## src/rtl/gradient_frame_scheduler.sv

```systemverilog
// Raster-to-window scheduler for the Sobel datapath: two line buffers, 3x3 window issue,
// centre-coordinate tag realignment and a credit-protected result FIFO.
module gradient_frame_scheduler #(
  parameter int IMG_WIDTH      = 256,
  parameter int IMG_HEIGHT     = 256,
  parameter int PIPE_LAT       = 4,
  parameter int OUT_FIFO_DEPTH = 8,
  parameter int XW             = $clog2(IMG_WIDTH),
  parameter int YW             = $clog2(IMG_HEIGHT)
) (
  input  logic          clk,
  input  logic          rst,
  input  logic          start,
  input  logic [7:0]    pix_in,
  input  logic          pix_in_valid,
  output logic          pix_in_ready,
  output logic [71:0]   win_data,
  output logic          win_valid,
  input  logic [10:0]   grad_mag_in,
  input  logic [1:0]    grad_dir_in,
  input  logic          grad_valid_in,
  output logic [10:0]   out_mag,
  output logic [1:0]    out_dir,
  output logic [XW-1:0] out_x,
  output logic [YW-1:0] out_y,
  output logic          out_valid,
  input  logic          out_ready,
  output logic          busy,
  output logic          frame_done,
  output logic          sync_err,
  output logic [1:0]    dbg_state
);

  localparam int AW = $clog2(OUT_FIFO_DEPTH);
  localparam int CW = AW + 1;
  localparam int EW = 11 + 2 + XW + YW;
  localparam logic [XW-1:0] COL_LAST = XW'(IMG_WIDTH - 1);
  localparam logic [YW-1:0] ROW_LAST = YW'(IMG_HEIGHT - 1);
  localparam logic [XW-1:0] COL_TWO  = XW'(2);
  localparam logic [YW-1:0] ROW_TWO  = YW'(2);
  localparam logic [CW-1:0] DEPTH_C  = CW'(OUT_FIFO_DEPTH);

  typedef enum logic [1:0] {
    S_IDLE  = 2'd0,
    S_RUN   = 2'd1,
    S_DRAIN = 2'd2,
    S_DONE  = 2'd3
  } state_t;

  state_t        state;
  logic [XW-1:0] col;
  logic [YW-1:0] row;
  logic [CW-1:0] fifo_count;
  logic [CW-1:0] inflight;
  logic [CW-1:0] credits;
  logic          issue_pos;
  logic          accept;
  logic          issue;
  logic          push;
  logic          pop;

  // Both handshakes (pix_in and out) transfer on a rising edge where valid & ready are
  // both high; ready never depends on valid, and a presented item is held until taken.
  assign issue_pos    = (col >= COL_TWO) && (row >= ROW_TWO);
  assign credits      = DEPTH_C - fifo_count - inflight;
  assign pix_in_ready = (state == S_RUN) && ((credits != '0) || !issue_pos);
  assign accept       = pix_in_valid && pix_in_ready;
  assign issue        = accept && issue_pos;
  assign out_valid    = (fifo_count != '0);
  assign pop          = out_valid && out_ready;
  assign dbg_state    = state;

  always_ff @(posedge clk) begin
    if (rst) begin
      state      <= S_IDLE;
      col        <= '0;
      row        <= '0;
      busy       <= 1'b0;
      frame_done <= 1'b0;
    end else begin
      case (state)
        S_IDLE: begin
          if (start) begin
            state <= S_RUN;
            busy  <= 1'b1;
            col   <= '0;
            row   <= '0;
          end
        end
        S_RUN: begin
          if (accept) begin
            if (col == COL_LAST) begin
              col <= '0;
              row <= row + 1'b1;
            end else begin
              col <= col + 1'b1;
            end
            if ((col == COL_LAST) && (row == ROW_LAST)) state <= S_DRAIN;
          end
        end
        S_DRAIN: begin
          if ((inflight == '0) && (fifo_count == '0)) begin
            state      <= S_DONE;
            frame_done <= 1'b1;
          end
        end
        S_DONE: begin
          state      <= S_IDLE;
          busy       <= 1'b0;
          frame_done <= 1'b0;
        end
        default: state <= S_IDLE;
      endcase
    end
  end

  // lb_old holds the line two above the current one, lb_mid the line directly above.
  logic [7:0]    lb_old [IMG_WIDTH];
  logic [7:0]    lb_mid [IMG_WIDTH];
  logic [7:0]    col_old;
  logic [7:0]    col_mid;
  logic [7:0]    win [9];
  logic [XW-1:0] wtag_x;
  logic [YW-1:0] wtag_y;

  assign col_old = lb_old[col];
  assign col_mid = lb_mid[col];

  always_ff @(posedge clk) begin
    if (accept) begin
      lb_old[col] <= col_mid;
      lb_mid[col] <= pix_in;
    end
  end

  always_ff @(posedge clk) begin
    if (rst) begin
      for (int i = 0; i < 9; i++) win[i] <= '0;
      win_valid <= 1'b0;
      wtag_x    <= '0;
      wtag_y    <= '0;
    end else begin
      win_valid <= issue;
      if (accept) begin
        for (int r = 0; r < 3; r++) begin
          win[r*3]   <= win[r*3+1];
          win[r*3+1] <= win[r*3+2];
        end
        win[2] <= col_old;
        win[5] <= col_mid;
        win[8] <= pix_in;
      end
      if (issue) begin
        wtag_x <= col - 1'b1;
        wtag_y <= row - 1'b1;
      end
    end
  end

  always_comb begin
    win_data = '0;
    for (int i = 0; i < 9; i++) win_data[8*i +: 8] = win[i];
  end

  // The win_valid register is the first latency cycle, so the tag pipe's last stage
  // lines up with grad_valid_in exactly PIPE_LAT cycles after win_valid.
  logic          tag_v [PIPE_LAT];
  logic [XW-1:0] tag_x [PIPE_LAT];
  logic [YW-1:0] tag_y [PIPE_LAT];

  always_ff @(posedge clk) begin
    if (rst) begin
      for (int k = 0; k < PIPE_LAT; k++) begin
        tag_v[k] <= 1'b0;
        tag_x[k] <= '0;
        tag_y[k] <= '0;
      end
    end else begin
      tag_v[0] <= win_valid;
      tag_x[0] <= wtag_x;
      tag_y[0] <= wtag_y;
      for (int k = 1; k < PIPE_LAT; k++) begin
        tag_v[k] <= tag_v[k-1];
        tag_x[k] <= tag_x[k-1];
        tag_y[k] <= tag_y[k-1];
      end
    end
  end

  assign push = tag_v[PIPE_LAT-1];

  logic [EW-1:0] fifo_mem [OUT_FIFO_DEPTH];
  logic [AW-1:0] wr_ptr;
  logic [AW-1:0] rd_ptr;
  logic [EW-1:0] head;

  // inflight counts a window from issue until its result lands in the FIFO.
  always_ff @(posedge clk) begin
    if (rst) begin
      inflight   <= '0;
      fifo_count <= '0;
      wr_ptr     <= '0;
      rd_ptr     <= '0;
      sync_err   <= 1'b0;
    end else begin
      inflight   <= inflight + CW'(issue) - CW'(push);
      fifo_count <= fifo_count + CW'(push) - CW'(pop);
      if (push) wr_ptr <= wr_ptr + 1'b1;
      if (pop)  rd_ptr <= rd_ptr + 1'b1;
      if (grad_valid_in != push) sync_err <= 1'b1;
    end
  end

  always_ff @(posedge clk) begin
    if (push) fifo_mem[wr_ptr] <= {grad_mag_in, grad_dir_in, tag_x[PIPE_LAT-1], tag_y[PIPE_LAT-1]};
  end

  assign head = fifo_mem[rd_ptr];

  always_comb begin
    {out_mag, out_dir, out_x, out_y} = '0;
    if (out_valid) {out_mag, out_dir, out_x, out_y} = head;
  end

endmodule

```

## config.mk

```make
export PLATFORM = sky130hd
export DESIGN_NAME = gradient_frame_scheduler
export DESIGN_NICKNAME = d
export VERILOG_FILES = /design/src/rtl/gradient_frame_scheduler.sv
export SDC_FILE = /design/constraint.sdc
export NUM_CORES = 2
export LEC_CHECK = 0
export CAP_MARGIN = 25
export CORE_UTILIZATION = 45
export DETAILED_ROUTE_END_ITERATION = 7
export PLACE_DENSITY = 0.58
export SYNTH_ARGS = -nofsm -noshare
export SYNTH_HDL_FRONTEND = slang
export SYNTH_MEMORY_MAX_BITS = 65536
export SYNTH_SLANG_ARGS = --single-unit
```

## constraint.sdc

```tcl
create_clock -name clk -period 12 [get_ports clk]
set_input_delay 1.8 -clock clk [delete_from_list [all_inputs] [get_ports clk]]
set_output_delay 1.8 -clock clk [all_outputs]
set_load 0.02 [all_outputs]
```

==> out/metrics.yaml <==
logic_synthesis:
  syn_area_um2: 173000
  synth_edf_count: 4400
  ys_ff_latch: 4531
  ys_warn_count: 0
  synth_cells: 8219
  syn_nets: 8277
  seq_area_frac_synth: 0.779
  ys_async_sr_fraction: 0
  synth.avg_cell_area_um2: 21.1
  yosys_most_used_dff: "edfxtp_1"
  synth_cell_type_count: 75
sta:
  drv_slew: 80
  tightest_slew_ps: 1710
  finalSetupTns_ps: 0
  hold_violations: 0
  min_period_ps: 7070
  setup_viol: 0
  slew_headroom: -0.138
  setup_slack_ps: 4930
  clock.fmax_mhz: 141
  fin_crit_sh: 0.589
  rsz0062_at_grt: "false"
  finClkSkew_ps: 65.6
floorplanning:
  die-width_um: 622
  die_h_um: 622
  core-area_um2: 383000
  die_area_um2: 387000
  start_util: 0.452
  pin_count: 136
  core.rowCount: 227
global_routing:
  overflow: 0
  grt_pass1_wl_um: 715000
  grt_pass1_vias: 87900
  grt_start_max_net_pins: 161
  grt_use_total: 0.265
  grt_antenna_before_repair: 36
placed_design:
  place_ws_ps: 4650
  dp_hpwl_um: 316000
  portBuffers: 135
  globalplace.congestion: 0.879
  dp_cells: 13400
route:
  drtPass1Iterations: 6
  drc: 0
  drtAntennaViolNets: 1
  dr_total_vias: 90300
  post_drt_wl_per_cell_um: 36.2
  dr.first_iter.drc_count: 13100
  vias_per_cell: 6.30
  routed_wl_um: 519000
flow_run:
  drv_cap: 0
run_status:
  status: "finished with violations"
  violations: "antenna rules, slew limit"
final_layout:
  finalNetCount: 8934
  fin_cells: 14300
  synthToLayoutAreaGrowth_pct: 14.9
  layout_common_cells: "edfxtp_1, mux4_2, buf_4"
  layout_commonest_cell: "edfxtp_1"
  layout-drive-gt1-share: 0.249
cts:
  cts_hold_buf: 0
  cts_buffers: 455
  cts_max_level: 5
  cts_buffer_depth: 4
  clk-insertion-delay-late_ps: 1020
  post_cts_resize_count: 0
  postCtsSetupBuffers: 0
  cts_tree: "yes"
  path_clk_slew_ps: 60
  clockRootBuffer: "clkbuf_16"
  cts_sinks: 4531
critical_path:
  crit_arrival_ps: 7670
  start_kind: "flip-flop"
  required_ps: 12600
  crit_type: "flip-flop to flip-flop"
  path_max_fanout: 84
  cp-end-kind: "flip-flop"
worst_hold_path:
  min_path_type: "flip-flop to flip-flop"
pwr:
  p_leak_nw: 61.1
  peakVddDrop_uv: 208
  power_density_nw_per_um2: 186
[stage by stage]
step | util | power, W | area [µm²] | hold WS, ps
after floorplan | - | 0.0216 | 173000 | 414
after detailed placement | 0.480 | 0.0232 | 184000 | 422
after CTS | 0.518 | 0.0371 | 198000 | 425
after global routing | 0.520 | 0.0380 | 199000 | 446
final | 0.520 | 0.0369 | 199000 | 413
after global placement | 0.478 | 0.0231 | 183000 | 417
[routing by layer]
layer	wire, µm	vias up	global-route usage
li1	-	35700	-
met3	57800	839	0.0686
met1	203000	48500	0.372
met2	238000	5168	0.406
met5	86	-	0
met4	19000	14	0.0865
[path summary, 6_finish.rpt]
kind                                         startpoint                       end  slack, ps  cells after the start
worst min register to register  tag_x[0][20]$_SDFF_PP0_   tag_x[0][28]$_SDFF_PP0_        410                      1
worst max register to register                flip-flop  lb_old[188][1]$_DFFE_PP_       4930                     14
worst max-delay path                          flip-flop  lb_old[188][1]$_DFFE_PP_       4930                     14
worst min-delay path            tag_x[0][20]$_SDFF_PP0_   tag_x[0][28]$_SDFF_PP0_        410                      1
[synthesized netlist by cell type, types with 52 or more instances]
library cell,count,share of area
nand2_1,126,0.0027
nor3_1,54,0.0016
nor2_1,407,0.0088
a21oi_1,121,0.0035
and2_1,82,0.0030
nor2b_1,101,0.0037
buf_1,63,0.0014
mux2i_1,387,0.022
o22ai_1,117,0.0042
a22oi_1,241,0.010
buf_2,146,0.0042
nand3_1,68,0.0020
o21ai_0,52,0.0015
clkbuf_1,240,0.0052
dfxtp_1,131,0.015
mux4_2,927,0.12
edfxtp_1,4400,0.76
[kinds of logic (layout without fill, tap and decap cells)]
family	after synthesis	in the layout	synth area share
simple gates	982	982	0.0275
compound gates	819	819	0.0339
flops	4531	4531	0.779
xor+xnor	24	24	0.00121
buf+inv	505	1548	0.0126
other cells	0	18	0
fa+ha+maj	31	31	0.00237
mux	1327	1327	0.144
[cell type report]
cell class,count,area (µm²)
antenna,18,45.0
clock buffer,577,12100
clock inverter,266,2560
fill,29600,184000
inverter,31,120
multi-input combinational,3183,36700
sequential,4531,135000
tap,5038,6300
timing repair buffer,674,6160
[sequential cells by signal, indices dropped and copies added, names as in the netlist, named ones only]
signal      flops
busy            1
col             8
dbg_state       2
fifo_count      4
fifo_mem      232
frame_done      1
inflight        4
lb_mid       2048
lb_old       2048
rd_ptr          3
row             8
sync_err        1
tag_v           4
tag_x          32
tag_y          32
win            72
win_valid       1
wr_ptr          3
wtag_x          8
wtag_y          8
[report_power, final]
| group | internal [W] | leakage (nW) | switching [W] |
|---|---|---|---|
| combinational | 0.00179 | 13.0 | 0.00286 |
| clock | 0.00806 | 7.16 | 0.00602 |
| sequential | 0.0181 | 41.0 | 0.0000751 |
[worst max-delay path, cell delays in order (launching register included)]
cell and delay (ps):
dfxtp_4 580, buf_12 510, buf_4 560, buf_4 740, mux4_2 600, a22o_1 250
a221oi_1 420, o22ai_1 190, a211oi_1 720, a21oi_1 140, and2_4 350, buf_4 360
buf_12 240, buf_4 270, buf_16 200
(Power assumes the default switching activity.)
